===== config.mk =====
export PLATFORM = sky130hd
export DESIGN_NAME = mem_access_io_arbiter_stage
export DESIGN_NICKNAME = d
export VERILOG_FILES = /design/src/rtl/mem_access_io_arbiter_stage.sv
export SDC_FILE = /design/constraint.sdc
export NUM_CORES = 1
export LEC_CHECK = 0
export ABC_AREA = 1
export BUFFER_PORTS_ARGS = -buffer_cell sky130_fd_sc_hd__buf_2
export CAP_MARGIN = 20
export CORE_MARGIN = 3
export CORE_UTILIZATION = 50
export DETAILED_ROUTE_END_ITERATION = 16
export GPL_TIMING_DRIVEN = 0
export HOLD_SLACK_MARGIN = 0.15
export PLACE_DENSITY_LB_ADDON = 0.12
export SLEW_MARGIN = 30
export SYNTH_ARGS = -nofsm -noshare
export SYNTH_HDL_FRONTEND = slang
export SYNTH_SLANG_ARGS = --single-unit

===== constraint.sdc =====
create_clock -name clk -period 13.8 [get_ports clk]
set_clock_uncertainty 0.05 [all_clocks]
set_input_delay 2.07 -clock clk [delete_from_list [all_inputs] [get_ports clk]]
set_output_delay 2.07 -clock clk [all_outputs]
set_load 0.005 [all_outputs]

===== src/rtl/mem_access_io_arbiter_stage.sv =====
// rtl/mem_access_io_arbiter_stage.sv - memory access stage with round-robin IO load arbiter
module mem_access_io_arbiter_stage #(
  parameter int LANES    = 2,
  parameter int DATA_W   = 32,
  parameter int AL_PTR_W = 6
) (
  input  logic                       clk,
  input  logic                       rst_n,
  input  logic                       stall_in,
  input  logic                       clear_in,
  input  logic [LANES-1:0]           in_valid,
  input  logic [LANES-1:0]           in_is_load,
  input  logic [LANES-1:0]           in_is_io,
  input  logic [LANES-1:0]           in_is_csr,
  input  logic [LANES*DATA_W-1:0]    in_addr,
  input  logic [LANES*DATA_W-1:0]    in_csr_data,
  input  logic [LANES*AL_PTR_W-1:0]  in_al_ptr,
  input  logic [LANES*DATA_W-1:0]    ld_data,
  input  logic                       flush_valid,
  input  logic                       flush_all,
  input  logic [AL_PTR_W-1:0]        flush_head,
  input  logic [AL_PTR_W-1:0]        flush_tail,
  output logic                       io_req,
  output logic [DATA_W-1:0]          io_addr,
  input  logic                       io_ack,
  input  logic [DATA_W-1:0]          io_rdata,
  output logic                       stall_req,
  output logic [LANES-1:0]           out_valid,
  output logic [LANES*DATA_W-1:0]    out_data,
  output logic [LANES*AL_PTR_W-1:0]  out_al_ptr
);

  localparam int RR_W = (LANES > 1) ? $clog2(LANES) : 1;

  typedef enum logic [1:0] {IDLE, WAIT, DRAIN} state_e;

  state_e                state_q, state_d;
  logic [RR_W-1:0]       rr_q, rr_d, grant_q, grant_d;
  logic [LANES-1:0]      valid_q, done_q, load_q, io_q, csr_q;
  logic [DATA_W-1:0]     addr_q    [LANES];
  logic [DATA_W-1:0]     csr_data_q[LANES];
  logic [DATA_W-1:0]     io_data_q [LANES];
  logic [AL_PTR_W-1:0]   ptr_q     [LANES];
  logic [LANES-1:0]      flushed, need_io;
  logic                  capture, io_take;

  // Active-list range test; head==tail is an empty range.
  function automatic logic in_range(input logic [AL_PTR_W-1:0] p,
                                    input logic [AL_PTR_W-1:0] h,
                                    input logic [AL_PTR_W-1:0] t);
    if (h < t)      return (p >= h) && (p < t);
    else if (h > t) return (p >= h) || (p < t);
    else            return 1'b0;
  endfunction

  // Per-lane flush hits, outstanding IO work, stall request and capture enable.
  always_comb begin
    flushed = '0;
    need_io = '0;
    for (int i = 0; i < LANES; i++) begin
      flushed[i] = flush_valid && (flush_all || in_range(ptr_q[i], flush_head, flush_tail));
      need_io[i] = valid_q[i] && load_q[i] && io_q[i] && !done_q[i] && !flushed[i];
    end
    stall_req = (|need_io) || (state_q != IDLE);
    capture   = !stall_in && !stall_req && !clear_in;
  end

  // IO arbiter FSM: round-robin grant, wait for ack, or drain a flushed request.
  always_comb begin
    int   idx;
    logic found;
    state_d = state_q;
    rr_d    = rr_q;
    grant_d = grant_q;
    io_req  = 1'b0;
    io_take = 1'b0;
    idx     = 0;
    found   = 1'b0;
    case (state_q)
      IDLE: begin
        if (!clear_in) begin
          for (int j = 0; j < LANES; j++) begin
            idx = (int'(rr_q) + j) % LANES;
            if (!found && need_io[idx]) begin
              found   = 1'b1;
              grant_d = RR_W'(idx);
              rr_d    = RR_W'((idx + 1) % LANES);
              state_d = WAIT;
            end
          end
        end
      end
      WAIT: begin
        io_req = 1'b1;
        if (flushed[grant_q] || !valid_q[grant_q] || clear_in) begin
          state_d = io_ack ? IDLE : DRAIN;
        end else if (io_ack) begin
          io_take = 1'b1;
          state_d = IDLE;
        end
      end
      DRAIN: begin
        io_req = 1'b1;
        if (io_ack) state_d = IDLE;
      end
      default: state_d = IDLE;
    endcase
  end

  assign io_addr = addr_q[grant_q];

  // FSM, round-robin pointer and grant registers.
  always_ff @(posedge clk or negedge rst_n) begin
    if (!rst_n) begin
      state_q <= IDLE;
      rr_q    <= '0;
      grant_q <= '0;
    end else begin
      state_q <= state_d;
      rr_q    <= rr_d;
      grant_q <= grant_d;
    end
  end

  // Lane valid, done flags and captured IO data.
  always_ff @(posedge clk or negedge rst_n) begin
    if (!rst_n) begin
      valid_q <= '0;
      done_q  <= '0;
      for (int i = 0; i < LANES; i++) io_data_q[i] <= '0;
    end else begin
      if (clear_in)     valid_q <= '0;
      else if (capture) valid_q <= in_valid;
      else              valid_q <= valid_q & ~flushed;
      if (capture) done_q <= '0;
      if (io_take) begin
        io_data_q[grant_q] <= io_rdata;
        done_q[grant_q]    <= 1'b1;
      end
    end
  end

  // Lane payload only matters while the lane is valid, so it carries no reset.
  always_ff @(posedge clk) begin
    if (capture) begin
      load_q <= in_is_load;
      io_q   <= in_is_io;
      csr_q  <= in_is_csr;
      for (int i = 0; i < LANES; i++) begin
        addr_q[i]     <= in_addr[i*DATA_W +: DATA_W];
        csr_data_q[i] <= in_csr_data[i*DATA_W +: DATA_W];
        ptr_q[i]      <= in_al_ptr[i*AL_PTR_W +: AL_PTR_W];
      end
    end
  end

  // Writeback: whole group releases together once no IO work remains.
  always_comb begin
    out_valid  = '0;
    out_data   = '0;
    out_al_ptr = '0;
    for (int i = 0; i < LANES; i++) begin
      out_valid[i] = valid_q[i] && !stall_req && !stall_in && !clear_in && !flushed[i];
      if (load_q[i] && io_q[i])  out_data[i*DATA_W +: DATA_W] = io_data_q[i];
      else if (load_q[i])        out_data[i*DATA_W +: DATA_W] = ld_data[i*DATA_W +: DATA_W];
      else if (csr_q[i])         out_data[i*DATA_W +: DATA_W] = csr_data_q[i];
      else                       out_data[i*DATA_W +: DATA_W] = addr_q[i];
      out_al_ptr[i*AL_PTR_W +: AL_PTR_W] = ptr_q[i];
    end
  end

endmodule


==> run summary <==
Once detail routing completed, the nets flagged for antenna violations numbered 0. The static leakage was 6.41 nW. On the worst path, the slowest cell contributes a delay of 0.26 ns. The launch instance of the worst min-delay path was done_q[0]$_DFF_PN0_. Buffers inserted during clock tree synthesis total 25.

TritonCTS built the clock tree. The flop and latch count out of synthesis was 218; the worst ir drop on vdd was 110 µV. The number of cells traversed by the worst hold path is 2. The all-layer global routing usage came out at 29.3%.

Input and output buffers added on the ports amount to 374. Static timing analysis puts the maximum clock frequency at 158 MHz. The internal power summed over all cells is 0.00144 W, and the final number of setup-violating endpoints is 0.

The placed instance count was 1,722. In this run the worst hold path is classified as reg -> reg. Max-cap violations in this run came to 0.

The library cells used most frequently in the layout, excluding fill and tap cells, are 375 x buf_2, 325 x nand2_1, 146 x edfxtp_1, 110 x inv_1, 80 x o21ai_0. The routed layout has 9,230 vias. Filler-free cell count of the finished design: 1,776. The most numerous cell on the critical path was nand2_1. Per report_power, the combinational group accounts for 26.5% of the total. The run finished with clean final reports. Counting every net in the synthesized netlist gives 1,372. Of the total power, registers draw 42.2%. The analysis attributes to net switching a power of 0.000679 W.

For this run, the detailed router's first-pass iteration total came to 5. The tools report the critical register-to-register path startpoint as ptr_q[0][5]$_DFFE_PP_. The tools report the deepest clock path buffer count as 3.

The share of total power dissipated in the clock network is 31.3%. The run gives 10.41 ns as the internal reg-to-reg setup slack. Walking the worst path, the cells encountered are buf_2 > inv_1 > ha_1 > a21oi_1 > nand2_1 > a21oi_1 > nand3_1 > nand3_2 > nand2_1 > nand2_1 > nand2_1 > inv_2 > nand2_1 > nor2_1 > nand2_1 > nor2_1 > buf_2. Initial cell density of the core: 51.1%. The final max-slew violation count is 0. The floorplan die area is 22,600 µm². The post-CTS setup buffer count is 0, and the share of layout cells above drive strength 1 is 31.9%. In this run the tightest slew margin relative to its limit is 42.7%. The HPWL after detailed placement is 25,600 µm. In this run, synthesis inferred 146 flip-flops with an integrated enable. Counting flops with an async set or reset pin after synthesis yields a share of 33.0%. The initial antenna violation count came out at 7. The run gives 1 as the maximum level of the CTS H-tree. Switching portion of total power: 32.0%. The design draws 0.00212 W.

Yosys mapped the design onto 26 distinct sky130hd cell types. Commonest register cell after synthesis: edfxtp_1. The hold violation count in the final report is 0, and the total clock sinks is 218. Setup repair after global routing left no endpoint under its margin. The mean instance size in the synthesized netlist was 9.68 µm²; the routed length per instance was 19.3 µm. For the placer's final routability congestion estimate, the log shows 0.866. Remaining global-route overflow: 0. Summing every instance area after synthesis gives 10,400 µm².

The number of buffers and inverters on the critical path is 4. The reg-to-reg endpoint is csr_data_q[0][48]$_DFFE_PP_. The required time at the endpoint of the critical path was 11.68 ns.

The die is 150 µm tall. The run gives 375 as the number of top-level pins. The run gives 20,400 µm² as the core region area.

The synthesized instance count is 1,076, and the via count of the first global-routing pass is 9,071. Fill cells in the final layout number 1,725. The part of the cycle the worst path needs is 45.8%. The endpoint type of the worst setup path is an output port.

The number of cell rows came out at 52. For this run, design rule violations remaining after detail routing come to 0. The first global-routing pass estimated 49,800 µm of wire.

The kind of cell adding the most delay to the critical path is simple AND/OR/NAND/NOR gates. After layout, the minimum clock period comes to 6.32 ns. The logic depth of the worst register-to-register path is 15, and the number of resized instances in the post-cts repair step is 0. In this run the power density over the cells is 157 nW/µm². The run gives 0 as the number of warning messages in the yosys log. The worst setup path is launched from an input port. For this run, the register share of the synthesized area comes to 59.4%. Number of vias per cell: 5.20. The cell with the largest stage delay on the worst path is ha_1. Measured along the x axis, the die boundary spans 150 µm. The tools report the critical path arrival as 4.20 ns. The end point of the worst hold path is done_q[0]$_DFF_PN0_. The transition time of the tightest slew-check pin was 0.856 ns. The largest fanout on the critical path is 5. The accumulated negative setup slack was 0 ns; the net total in the final layout was 1,775. Entering global routing, the biggest net connects 86 pins. At the later pin of the worst-skew pair, clock insertion delay measures 0.52 ns. The growth of design area from synthesis to finish is 29.8%. The leading cell type in the layout, fill and taps excluded is buf_2. The clock tree root buffer cell is clkbuf_16. The setup path with the least slack is of type in -> out. After detailed routing, the total wire length is 34,300 µm. For this design, the CTS-stage hold fixing added 0 buffers. The detailed router finished its first iteration with 614 violations. After clock tree synthesis, the clock-pin slew on the worst setup and hold paths is 0.06 ns.
==> worst max path at each step <==
stage,startpoint,to,slack [ns],depth (start not counted)
4_1_cts,flush_tail[5],out_valid[0],7.48,20
3_3_place_gp,flush_tail[5],csr_data_q[0][49]$_DFFE_PP_,5.26,19
5_1_grt,flush_tail[5],out_valid[0],7.13,20
6_report,flush_tail[5],out_valid[0],7.48,17
2_1_floorplan,flush_tail[5],addr_q[0][0]$_DFFE_PP_,6.94,17
3_5_place_dp,flush_tail[5],out_valid[0],7.49,20
==> area by class of cell <==
| type | instances | area (µm²) | share of cell area, % |
|---|---|---|---|
| antenna | 8 | 20.0 | 0.148 |
| tap | 270 | 338 | 2.50 |
| sequential | 218 | 6190 | 45.8 |
| buffer | 50 | 280 | 2.07 |
| clock inverter | 13 | 146 | 1.08 |
| timing repair buffer | 376 | 1930 | 14.3 |
| multi-input combinational | 694 | 3520 | 26.0 |
| inverter | 114 | 435 | 3.22 |
| clock buffer | 33 | 666 | 4.92 |
==> power groups by stage <==
| stage | sequential, W | combinational, W | clock [W] |
|---|---|---|---|
| after floorplan | 0.000892 | 0.000310 | 0 |
| after global placement | 0.000913 | 0.000543 | 0 |
| after detailed placement | 0.000905 | 0.000562 | 0 |
| after CTS | 0.000893 | 0.000565 | 0.000671 |
| after global routing | 0.000906 | 0.000629 | 0.000698 |
| final | 0.000895 | 0.000563 | 0.000665 |
==> registers in the layout (all words and copies together), names as in the netlist <==
signal	count
addr_q	64
csr_data_q	64
csr_q	2
done_q	2
grant_q	1
io_data_q	64
io_q	2
load_q	2
ptr_q	12
rr_q	1
state_q	2
valid_q	2
==> tightest hold or removal path, cell delays in order (launching register included) <==
cell and delay, ns:
dfrtp_1 0.34, nand2_1 0.05, nand2_1 0.05
==> cell families (layout without fill, tap and decap cells) <==
logic type,count (synthesis),in the layout,synth area share [%]
AO/OA/AOI/OAI,244,244,13.8
adder cells (fa/ha/maj),33,33,3.96
buffers and inverters,164,586,6.80
flip-flops,218,218,59.4
other,0,8,0
AND/OR/NAND/NOR,417,417,16.0
==> metrics by stage <==
step / worst slack (ns) / utilization [%] / cell area (µm²) / hold WS (ns)
2_1_floorplan: 6.94 / - / 10400 / 0.393
3_3_place_gp: 5.26 / 62.0 / 12600 / 0.409
3_5_place_dp: 7.49 / 62.3 / 12700 / 0.410
4_1_cts: 7.48 / 66.3 / 13500 / 0.424
5_1_grt: 7.13 / 66.3 / 13500 / 0.447
6_report: 7.48 / 66.4 / 13500 / 0.424
==> synth_stat cells, types with 2 or more instances <==
master | instances | share of area [%]
a21oi_1 | 64 | 3.1
buf_1 | 6 | 0.22
buf_2 | 2 | 0.096
buf_6 | 12 | 1.3
clkbuf_1 | 30 | 1.1
dfrtp_1 | 72 | 17
edfxtp_1 | 146 | 42
ha_1 | 33 | 4.0
inv_1 | 111 | 4.0
inv_2 | 3 | 0.11
nand2_1 | 325 | 12
nand3_1 | 34 | 1.6
nand3_2 | 5 | 0.48
nor2_1 | 46 | 1.7
nor2_2 | 2 | 0.12
o211ai_1 | 24 | 1.7
o21ai_0 | 80 | 3.8
o21ai_1 | 26 | 1.2
o21ai_2 | 38 | 3.2
o22ai_1 | 11 | 0.66
==> metal layers <==
metal	share of wire, %	global-route usage [%]
met5	0.11	0
met4	4.1	11.7
met3	9.3	6.80
met2	47	48.4
met1	39	37.6
Note: power is estimated with default switching activity, not from simulation.
